`src/rtl/dispatch_buffer_pkg.sv`:
```
// Shared scheduler types: default dispatch payload, issue-queue selectors and
// width helpers for circular-buffer pointers and occupancy counters.
package dispatch_buffer_pkg;

    typedef logic [31:0] payload_t;

    typedef enum logic [1:0] {
        IQ_INT = 2'd0,
        IQ_MEM = 2'd1,
        IQ_FP  = 2'd2,
        IQ_BR  = 2'd3
    } iq_sel_e;

    typedef struct packed {
        logic    valid;
        iq_sel_e sel;
        logic [5:0] tag;
    } iq_hdr_t;

    function automatic int ptr_width(input int depth);
        return (depth > 1) ? $clog2(depth) : 1;
    endfunction

    // One extra bit so a completely full buffer is distinguishable from empty.
    function automatic int cnt_width(input int depth);
        return ptr_width(depth) + 1;
    endfunction

endpackage

```
`src/rtl/dispatch_buffer_loc.sv`:
```
// Leading-ones counter: length of the unbroken run of set bits starting at bit 0.
module leading_ones_count #(
    parameter  int WIDTH = 2,
    localparam int CNT_W = $clog2(WIDTH + 1)
) (
    input  logic [WIDTH-1:0] vec_i,
    output logic [CNT_W-1:0] count_o
);

    logic run;

    always_comb begin
        count_o = '0;
        run     = 1'b1;
        for (int i = 0; i < WIDTH; i++) begin
            run = run & vec_i[i];
            if (run) begin
                count_o = count_o + CNT_W'(1);
            end
        end
    end

endmodule

```
`src/rtl/dispatch_buffer.sv`:
```
// In-order dispatch buffer between rename and the issue-queue write ports:
// accepts whole rename groups, drains up to OUT_PORTS oldest entries per cycle.
module dispatch_buffer
    import dispatch_buffer_pkg::*;
#(
    parameter int  QUEUE_SIZE = 8,
    parameter int  IN_WIDTH   = 2,
    parameter int  OUT_PORTS  = 2,
    parameter type DATA_TYPE  = payload_t
) (
    input  logic                 clk,
    input  logic                 rst,
    input  logic                 flush_i,
    input  logic [IN_WIDTH-1:0]  in_valid_i,
    output logic                 in_ready_o,
    input  DATA_TYPE             in_data_i [IN_WIDTH],
    output logic [OUT_PORTS-1:0] write_valid_o,
    input  logic [OUT_PORTS-1:0] write_ready_i,
    output DATA_TYPE             write_data_o [OUT_PORTS]
);

    localparam int PTR_W  = ptr_width(QUEUE_SIZE);
    localparam int CNT_W  = cnt_width(QUEUE_SIZE);
    localparam int IN_CW  = $clog2(IN_WIDTH + 1);
    localparam int OUT_CW = $clog2(OUT_PORTS + 1);

    DATA_TYPE         mem_q [QUEUE_SIZE];
    logic [PTR_W-1:0] head_q, head_d;
    logic [PTR_W-1:0] tail_q, tail_d;
    logic [CNT_W-1:0] count_q, count_d;

    logic [IN_CW-1:0]     push_cnt;
    logic [OUT_CW-1:0]    pop_cnt;
    logic [OUT_PORTS-1:0] port_fire;
    logic                 push_en;

    leading_ones_count #(.WIDTH(IN_WIDTH)) u_push_cnt (
        .vec_i   (in_valid_i),
        .count_o (push_cnt)
    );

    // A stalled port blocks every younger port behind it, keeping pops in order.
    assign port_fire = write_valid_o & write_ready_i;

    leading_ones_count #(.WIDTH(OUT_PORTS)) u_pop_cnt (
        .vec_i   (port_fire),
        .count_o (pop_cnt)
    );

    // Credit comes only from registered occupancy; same-cycle pops do not help.
    assign in_ready_o = (count_q <= CNT_W'(QUEUE_SIZE - IN_WIDTH));
    assign push_en    = in_ready_o && (push_cnt != '0) && !flush_i;

    for (genvar k = 0; k < OUT_PORTS; k++) begin : g_port
        assign write_valid_o[k] = (count_q > CNT_W'(k)) && !flush_i;
        assign write_data_o[k]  = mem_q[head_q + PTR_W'(k)];
    end

    always_comb begin
        head_d  = head_q;
        tail_d  = tail_q;
        count_d = count_q;
        if (flush_i) begin
            head_d  = '0;
            tail_d  = '0;
            count_d = '0;
        end else begin
            head_d  = head_q + PTR_W'(pop_cnt);
            if (push_en) begin
                tail_d = tail_q + PTR_W'(push_cnt);
            end
            count_d = count_q + (push_en ? CNT_W'(push_cnt) : '0) - CNT_W'(pop_cnt);
        end
    end

    always_ff @(posedge clk) begin
        if (rst) begin
            head_q  <= '0;
            tail_q  <= '0;
            count_q <= '0;
        end else begin
            head_q  <= head_d;
            tail_q  <= tail_d;
            count_q <= count_d;
        end
    end

    // Payload storage is deliberately left unreset; only occupancy is cleared.
    always_ff @(posedge clk) begin
        if (push_en) begin
            for (int i = 0; i < IN_WIDTH; i++) begin
                if (in_valid_i[i]) begin
                    mem_q[tail_q + PTR_W'(i)] <= in_data_i[i];
                end
            end
        end
    end

    assert property (@(posedge clk) disable iff (rst)
                     (in_valid_i & (in_valid_i + IN_WIDTH'(1))) == '0)
        else $error("in_valid_i is not a contiguous prefix: %b", in_valid_i);

endmodule

```
`config.mk`:
```
export PLATFORM = sky130hd
export DESIGN_NAME = dispatch_buffer
export DESIGN_NICKNAME = d
export VERILOG_FILES = /design/src/rtl/dispatch_buffer_pkg.sv /design/src/rtl/dispatch_buffer_loc.sv /design/src/rtl/dispatch_buffer.sv
export SDC_FILE = /design/constraint.sdc
export NUM_CORES = 1
export LEC_CHECK = 0
export BUFFER_PORTS_ARGS = -buffer_cell sky130_fd_sc_hd__buf_2
export CAP_MARGIN = 25
export CORE_MARGIN = 2
export CORE_UTILIZATION = 60
export DETAILED_ROUTE_END_ITERATION = 8
export PLACE_DENSITY = 0.81
export REMOVE_ABC_BUFFERS = 1
export SLEW_MARGIN = 20
export SYNTH_ARGS = -nofsm -noshare
export SYNTH_HDL_FRONTEND = slang
export SYNTH_SLANG_ARGS = --single-unit
```
`constraint.sdc`:
```
create_clock -name clk -period 7.5 [get_ports clk]
set_clock_uncertainty 0.05 [all_clocks]
set_input_delay 1.125 -clock clk [delete_from_list [all_inputs] [get_ports clk]]
set_output_delay 1.125 -clock clk [all_outputs]
set_load 0.01 [all_outputs]
```
==> metrics.yaml <==
synth_cell_types: 41
relSlewSlack_pct: 26.1
grt_usage_pct: 28.5
final-hold-violation-count: 0
vias: 9126
finalInstanceArea_mm2: 0.0175
endpoint_kind: "primary output"
dr.pass1.iters: 4
worst_slew_pin_slew_ns: 1.11
arrival_ns: 3.55
outcome: "finished clean"
place_ws_ns: 2.74
grt_busiest_layer: "met2"
cts-buffers-inserted: 29
worstSetupPathType: "reg -> out"
synth_warnings: 0
dieArea_mm2: 0.0270
ys_seq_elements: 266
via_per_inst: 6.68
antenna_left: 0
timing.hold.worst.class: "reg -> reg"
cts.sinks: 266
syn_area_mm2: 0.0154
met2_usage_pct: 49.4
drt_iter0_drc: 811
min_period_ns: 4.73
port_buffers: 137
synth-seq-area-share_pct: 51.1
clk_latency_ns: 0.56
layout_commonest_cell: "mux2_2"
nets: 1097
core-area_mm2: 0.0253
fp.dieW_um: 164
placed_cell_area_mm2: 0.0165
cts_tree: "yes"
dieHeight_um: 164
report.final.setup_viol: 0
drv_slew: 0
antenna_found_initial: 2
timing.critical_path.fanout_max: 37
grt_max_degree: 71
grtUsageMet1_pct: 38.5
wl_per_cell_um: 27.7
tns_ns: 0
grt_pass1_wl_um: 56700
p_leak_uw: 0.00575
cts_resized: 0
period_share_pct: 63.1
final_cell_mix: "mux2_2 (307), edfxtp_1 (256), buf_2 (137)"
clk_path_buf_depth: 3
drc: 0
synth_cells: 889
syn_area_per_cell_um2: 17.4
worst_ep_required_time_ns: 6.32
fp-row-count: 58
powerDensity_mw_per_mm2: 194
root_buffer: "clkbuf_16"
start_kind: "flip-flop"
drv_cap: 0
initial_core_util_pct: 61.2
htree_num_levels: 1
routed_wl_um: 37800
fmax_mhz: 211
use_met3_pct: 4.24
rsz0062_at_grt: "no"
dp_hpwl_um: 20400
io_pins: 138
overflow: 0
ctsHoldBuffers: 0
drive_gt1_share_pct: 63.4
vdd_ir_drop_max_mv: 0.190
clk_pin_slew_ns: 0.06
postCtsSetupBuffers: 0
area_delta_synth_final_pct: 13.2
grt_pass1_vias: 9379
fin_ws_ns: 2.77
gp_congestion: 0.763
[logic make-up after synthesis]
| logic type | synth area share [%] |
|---|---|
| buffers and inverters | 2.28 |
| adder cells (fa/ha/maj) | 1.33 |
| AND/OR/NAND/NOR | 1.86 |
| XOR/XNOR | 0.340 |
| AO/OA/AOI/OAI | 1.06 |
| flip-flops | 51.1 |
| multiplexers | 42.1 |
[sequential cells by signal, indices dropped and copies added (netlist names)]
| name | count |
|---|---|
| head_q | 3 |
| tail_q | 3 |
| count_q | 4 |
| mem_q | 256 |
[final timing paths]
kind                       endpoint                    from  cells past startpoint  slack (ns)
max                write_data_o[26]    head_q[0]$_SDFF_PP0_                      5        2.77
min          tail_q[1]$_SDFFE_PP0N_  tail_q[1]$_SDFFE_PP0N_                      2        0.51
min reg2reg  tail_q[1]$_SDFFE_PP0N_  tail_q[1]$_SDFFE_PP0N_                      2        0.51
max reg2reg  mem_q[6][28]$_DFFE_PP_   count_q[3]$_SDFF_PP0_                      7        4.06
[area by class of cell]
cell class	count	area [um2]
flip-flops and latches	266	7900
clock buffers	35	748
multi-input cells	543	7330
well taps	330	413
inverters	12	45.0
diodes	2	5.00
repair buffers	160	918
fillers	1714	7770
clock inverters	19	130
[report_power, final]
group	internal [uW]	total (uW)	switching, uW
registers	1660	1680	16.4
clock network	745	1340	590
logic	191	373	182
[worst max-delay path, stage by stage, from the launching register on]
cell	delay [ns]
dfxtp_4	0.45
ha_4	0.81
buf_4	0.61
mux4_2	0.58
mux2_2	0.31
buf_2	0.15
[metal layers]
layer  vias up  routed length [um]
met5         -                   0
met2       362               19100
met1      4779               15200
li1       3927                   -
met3        58                2850
met4         0                 692
[stage by stage]
step                      cells  power, uW  hold WS (ns)  utilization, %
after CTS                  1362       3400         0.511            68.9
final                      1367       3390         0.514            69.2
after detailed placement   1308       2080         0.502            65.4
after global routing       1367       3490         0.546            69.2
after floorplan             821       1950         0.461               -
after global placement     1308       2070         0.486            65.4
[synth_stat cells]
cell type / number / area, um2
a211oi_1: 5 / 37.5
a21boi_1: 1 / 7.51
a21o_1: 1 / 7.51
a21oi_1: 8 / 40.0
a22o_1: 2 / 17.5
a311o_1: 1 / 10.0
a311oi_2: 1 / 15.0
a31oi_1: 1 / 6.26
and2_1: 4 / 25.0
and3_1: 1 / 6.26
and3b_1: 1 / 8.76
buf_1: 6 / 22.5
buf_2: 38 / 190
buf_4: 1 / 7.51
clkbuf_1: 23 / 86.3
dfxtp_1: 10 / 200
edfxtp_1: 256 / 7690
fa_1: 4 / 80.1
ha_1: 10 / 125
inv_1: 12 / 45.0
mux2_1: 13 / 146
mux2_2: 307 / 3460
mux2i_1: 1 / 10.0
mux4_2: 128 / 2880
nand2_1: 4 / 15.0
nand2b_1: 4 / 25.0
nand3_1: 4 / 20.0
nand3_2: 5 / 50.1
nand4_1: 1 / 6.26
nand4b_1: 2 / 17.5
nor2_1: 20 / 75.1
nor2b_1: 1 / 6.26
nor3b_1: 1 / 7.51
o21ai_0: 1 / 5.00
o2bb2ai_1: 1 / 8.76
o32ai_1: 1 / 8.76
or2_2: 1 / 6.26
or3_1: 1 / 6.26
or4bb_1: 1 / 11.3
xnor2_1: 2 / 17.5
xor2_1: 4 / 35.0
Power figures use the tool's default switching activity.
